==> config.mk <==
export PLATFORM = sky130hd
export DESIGN_NAME = uart_tx_arbiter
export DESIGN_NICKNAME = d
export VERILOG_FILES = /design/src/rtl/uart_tx_arbiter.sv
export SDC_FILE = /design/constraint.sdc
export NUM_CORES = 1
export LEC_CHECK = 0
export CAP_MARGIN = 10
export CORE_ASPECT_RATIO = 0.75
export CORE_MARGIN = 2
export CORE_UTILIZATION = 29
export CTS_CLUSTER_SIZE = 20
export DETAILED_ROUTE_END_ITERATION = 8
export PLACE_DENSITY = 0.53
export SLEW_MARGIN = 20
export SYNTH_ARGS = -nofsm -noshare
export SYNTH_HDL_FRONTEND = slang
export SYNTH_SLANG_ARGS = --single-unit
==> constraint.sdc <==
create_clock -name clk -period 3.9 [get_ports clk]
set_input_delay 0.78 -clock clk [delete_from_list [all_inputs] [get_ports clk]]
set_output_delay 0.78 -clock clk [all_outputs]
set_load 0.02 [all_outputs]
==> src/rtl/uart_tx_arbiter.sv <==
// -----------------------------------------------------------------------------
// uart_tx_arbiter
//   Round-robin arbiter sharing one UART transmitter among N_REQ byte
//   producers. A winner's byte is latched into tx_data and tx_start is pulsed.
//   The transmitter's busy flag is then followed through one full frame, and
//   the winner gets an ack pulse when the frame ends. If the transmitter never
//   goes busy within BUSY_TO cycles, a single err pulse is issued instead.
//
// Ports
//   clk       in   system clock
//   rst       in   asynchronous, active-high reset
//   req       in   [N_REQ]         per-requester request, held until ack/err
//   req_data  in   [N_REQ*DATA_W]  byte of requester i at [i*DATA_W +: DATA_W]
//   ack       out  [N_REQ]         one-cycle pulse, byte of requester i sent
//   err       out                  one-cycle pulse, transmitter never went busy
//   tx_start  out                  one-cycle start pulse to uart_tx
//   tx_data   out  [DATA_W]        byte to uart_tx, stable for the whole frame
//   tx_busy   in                   uart_tx busy flag
//   grant_id  out  [clog2(N_REQ)]  current or last granted requester
//   active    out                  high whenever the FSM is not idle
// -----------------------------------------------------------------------------
module uart_tx_arbiter #(
  parameter int N_REQ   = 4,
  parameter int DATA_W  = 8,
  parameter int BUSY_TO = 15
) (
  input  logic                      clk,
  input  logic                      rst,
  input  logic [N_REQ-1:0]          req,
  input  logic [N_REQ*DATA_W-1:0]   req_data,
  output logic [N_REQ-1:0]          ack,
  output logic                      err,
  output logic                      tx_start,
  output logic [DATA_W-1:0]         tx_data,
  input  logic                      tx_busy,
  output logic [$clog2(N_REQ)-1:0]  grant_id,
  output logic                      active
);

  localparam int IDX_W = $clog2(N_REQ);
  localparam int CNT_W = 8;

  typedef enum logic [1:0] {
    IDLE      = 2'd0,
    START     = 2'd1,
    WAIT_BUSY = 2'd2,
    WAIT_DONE = 2'd3
  } state_t;

  state_t             state;
  state_t             state_nxt;
  logic [IDX_W-1:0]   last;
  logic [IDX_W-1:0]   winner;
  logic [IDX_W-1:0]   cand;
  logic               found;
  logic [N_REQ-1:0]   req_mask;
  logic [N_REQ-1:0]   req_eff;
  logic [CNT_W-1:0]   busy_cnt;
  logic               timeout;

  // While ack/err is still visible, the requester that just finished may not
  // have dropped req yet; hide it so it is not granted a second time.
  always_comb begin
    // NOTE: every combinational output gets a default first, so no path can
    // leave it unassigned and infer a latch.
    req_mask = '0;
    if ((ack != '0) || err) req_mask[grant_id] = 1'b1;
    req_eff = req & ~req_mask;
  end

  // Walk the requesters starting at last+1 (wrapping) and take the first hit.
  always_comb begin
    winner = last;
    found  = 1'b0;
    cand   = last;
    for (int k = 0; k < N_REQ; k++) begin
      cand = (cand == IDX_W'(N_REQ - 1)) ? '0 : cand + IDX_W'(1);
      if (!found && req_eff[cand]) begin
        winner = cand;
        found  = 1'b1;
      end
    end
  end

  // The counter holds the number of idle WAIT_BUSY cycles already spent;
  // the cycle that brings it to BUSY_TO is the one that gives up.
  assign timeout = (state == WAIT_BUSY) && !tx_busy &&
                   (busy_cnt == CNT_W'(BUSY_TO - 1));

  // State register.
  always_ff @(posedge clk or posedge rst) begin
    // NOTE: sequential state is written with non-blocking assignments so every
    // flop samples the pre-edge values regardless of statement order.
    if (rst) state <= IDLE;
    else     state <= state_nxt;
  end

  // Next-state logic.
  always_comb begin
    state_nxt = state;
    case (state)
      IDLE:      if (found) state_nxt = START;
      START:     state_nxt = WAIT_BUSY;
      WAIT_BUSY: begin
        if (tx_busy)      state_nxt = WAIT_DONE;
        else if (timeout) state_nxt = IDLE;
      end
      WAIT_DONE: if (!tx_busy) state_nxt = IDLE;
      default:   state_nxt = IDLE;
    endcase
  end

  // Output decode.
  always_comb begin
    active = (state != IDLE);
  end

  // Registered outputs and datapath. Pulses default low every cycle.
  always_ff @(posedge clk or posedge rst) begin
    if (rst) begin
      tx_start <= 1'b0;
      tx_data  <= '0;
      grant_id <= '0;
      ack      <= '0;
      err      <= 1'b0;
      busy_cnt <= '0;
      last     <= IDX_W'(N_REQ - 1);
    end else begin
      tx_start <= 1'b0;
      ack      <= '0;
      err      <= 1'b0;
      case (state)
        IDLE: begin
          if (found) begin
            grant_id <= winner;
            last     <= winner;
            tx_data  <= req_data[winner*DATA_W +: DATA_W];
            tx_start <= 1'b1;
          end
        end
        START: busy_cnt <= '0;
        WAIT_BUSY: begin
          if (!tx_busy) begin
            busy_cnt <= busy_cnt + CNT_W'(1);
            if (timeout) err <= 1'b1;
          end
        end
        WAIT_DONE: begin
          if (!tx_busy) ack[grant_id] <= 1'b1;
        end
        default: ;
      endcase
    end
  end

endmodule

==> flow_metrics.env <==
export IMPL_cts_tree="done"
export IMPL_p_total_mw=2.11
export IMPL_async_reset_ff_share_pct=100
export IMPL_pin_count=56
export IMPL_grt_usage_pct=13.9
export IMPL_vias=1898
export IMPL_finalWorstSetupSlack_ns=0.310
export IMPL_status="complete, no violations"
export IMPL_max_freq_mhz=279
export IMPL_clk_pin_slew_ns=0.10
export IMPL_end_kind="register"
export IMPL_finish_instance_area_um2=2650
export IMPL_setup_tns_ns=0
export IMPL_fin_skew_ns=0.00468
export IMPL_post_cts_buffers=0
export IMPL_ys_types=64
export IMPL_holdPathStages=1
export IMPL_grt_max_degree=18
export IMPL_syn_inst=220
export IMPL_stdcell_count=354
export IMPL_dp_slack_ns=0.0607
export IMPL_max_slew_worst_pin_slew_ns=0.707
export IMPL_dpl_cell_area_um2=2600
export IMPL_grt_pass1_vias=1776
export IMPL_rr_worst_depth=10
export IMPL_drtIter0Drc=142
export IMPL_fp_dieH_um=76.1
export IMPL_wl_per_cell_um=14.8
export IMPL_cp_buffers_inverters=2
export IMPL_ys_flop_type="dfrtp_1"
export IMPL_cts_buffers=3
export IMPL_path_depth=10
export IMPL_synth_top_area_cell="dfrtp_1"
export IMPL_crit_chain="clkdlybuf4s50_1 -> nor2b_1 -> a311oi_1 -> o32ai_1 -> o21ai_1 -> nand3_1 -> and3_1 -> buf_12 -> a2111oi_0 -> a311oi_1"
export IMPL_h_tree_depth=1
export IMPL_ff_latch_area_um2=703
export IMPL_post_place_cells=350
export IMPL_ys_seq_elements=28
export IMPL_antenna_found_initial=0
export IMPL_core_area_um2=6770
export IMPL_period_needed_ns=3.59
export IMPL_yosysMostFrequentCell="dfrtp_1"
export IMPL_ir_drop_uv=356
export IMPL_synth_nets=262
export IMPL_syn2layout_area_growth_pct=32.0
export IMPL_cp_max_fo=17
export IMPL_start_util_pct=29.7
export IMPL_die_w_um=100
export IMPL_drive_gt1_share_pct=9.63
export IMPL_cpMaxStageDelayCell="a311oi_1"
export IMPL_cpMostUsedCell="a311oi_1"
export IMPL_vias_per_cell=5.36
export IMPL_drc_errors=0
export IMPL_cts_repair_resized=0
export IMPL_maxCapViolations=0
export IMPL_finalSetupViolCount=0
export IMPL_ctsHoldBuffers=0
export IMPL_worstHoldPathType="register to register"
export IMPL_max_stage_delay_ns=0.62
export IMPL_synth_edf_count=0
export IMPL_syn_area_per_cell_um2=9.13
export IMPL_synth_seq_area_share_pct=35.0
export IMPL_multi_input_area_um2=1170
export IMPL_finalCritPeriodShare_pct=92.1
export IMPL_grt_pass1_wl_um=8800
export IMPL_crit_type="input port to register"
export IMPL_first_pass_iters=4
export IMPL_critPathTopFamily="compound AO/OA/AOI/OAI gates"
export IMPL_numClockSinks=28
export IMPL_globalplace_congestion=0.967
export IMPL_synth_area_leaders="dfrtp_1 (32%), mux2i_1 (8.0%), nand2_1 (4.5%)"
export IMPL_leakagePower_nw=1.09
export IMPL_fin_util_pct=39.2
export IMPL_ys_warn_count=0
export IMPL_power_density_nw_per_um2=796
export IMPL_hpwl_um=4040
export IMPL_rsz0062_at_grt="false"
export IMPL_grt_overflow=0
export IMPL_die_area_um2=7610
export IMPL_fillerInstances=704
export IMPL_crit_path_start_kind="input port"
export IMPL_ant_nets=0
export IMPL_io_buffers=55
export IMPL_yosys_area_top_type_share_pct=32.4
export IMPL_num_rows=26
export IMPL_num_nets_final=313
export IMPL_insertion_delay_ns=0.27
export IMPL_slew_headroom_pct=52.6
export IMPL_drv_slew=0
export IMPL_arrival_ns=3.73
export IMPL_cts_buffer_depth=2
export IMPL_whs_ns=0.497
export IMPL_routed_wl_um=5230
export IMPL_netlist_area_um2=2010
export IMPL_critical_path_required_ns=4.04
export IMPL_cts_root_buf="clkbuf_8"
export IMPL_diodes=0
export IMPL_hold_viol=0
export IMPL_synth_common_cells="dfrtp_1 (26), nand2_1 (24), mux2i_1 (16)"
[registers in the layout (all words and copies together), names as in the netlist]
name and flops:
tx_data 8, last 2, busy_cnt 8, state 2, tx_start 1, err 1
grant_id 2, ack 4
[routing by layer]
layer | up-vias | global-route usage (%) | routed length [um]
li1 | 933 | - | -
met1 | 884 | 20.4 | 2500
met2 | 77 | 21.6 | 2270
met3 | 4 | 3.30 | 445
met4 | 0 | 1.51 | 12
met5 | - | 0 | 0
[path summary, 6_finish.rpt]
path	start	slack, ns	end
setup / recovery	req[1]	0.31	tx_data[5]
hold / removal	busy_cnt[7]	0.50	busy_cnt[7]
setup reg to reg	last[0]	0.40	tx_data[5]
hold reg to reg	busy_cnt[7]	0.50	busy_cnt[7]
max in group asynchronous	rst	2.35	last[1]
min in group asynchronous	rst	0.87	tx_data[7]
[final cells by class]
cell class | count | share of cell area [%]
Multi-Input combinational cell | 171 | 44.1
Sequential cell | 28 | 26.5
Timing Repair Buffer | 58 | 22.1
Tap cell | 84 | 3.96
Clock buffer | 4 | 2.08
Inverter | 9 | 1.27
[placed cells by master (no fill, tap or decap), types with 5 or more instances in the layout]
cell,synthesis,final
clkdlybuf4s50_1,0,55
dfrtp_1,26,26
nand2_1,24,24
mux2i_1,16,16
nand3_1,14,14
nor2_1,13,13
o21ai_0,11,11
inv_1,9,9
a21oi_1,5,5
o221ai_1,5,5
[power breakdown]
group	total (mW)	internal, mW	switching (mW)
Sequential	0.514	0.395	0.119
Clock	0.179	0.0904	0.0891
Combinational	1.42	0.627	0.791
[cells by family (layout without fill, tap and decap cells)]
| group | Yosys count | in the layout | share of synthesized area, % |
|---|---|---|---|
| and+or+nand+nor | 86 | 86 | 23.2 |
| AOI/OAI and AO/OA | 65 | 65 | 24.7 |
| DFF | 28 | 28 | 35.0 |
| buffers and inverters | 21 | 71 | 6.79 |
| muxes | 16 | 16 | 7.97 |
| adders and majority gates | 3 | 3 | 1.87 |
| xor gates and xnor gates | 1 | 1 | 0.436 |
(Power assumes the default switching activity.)
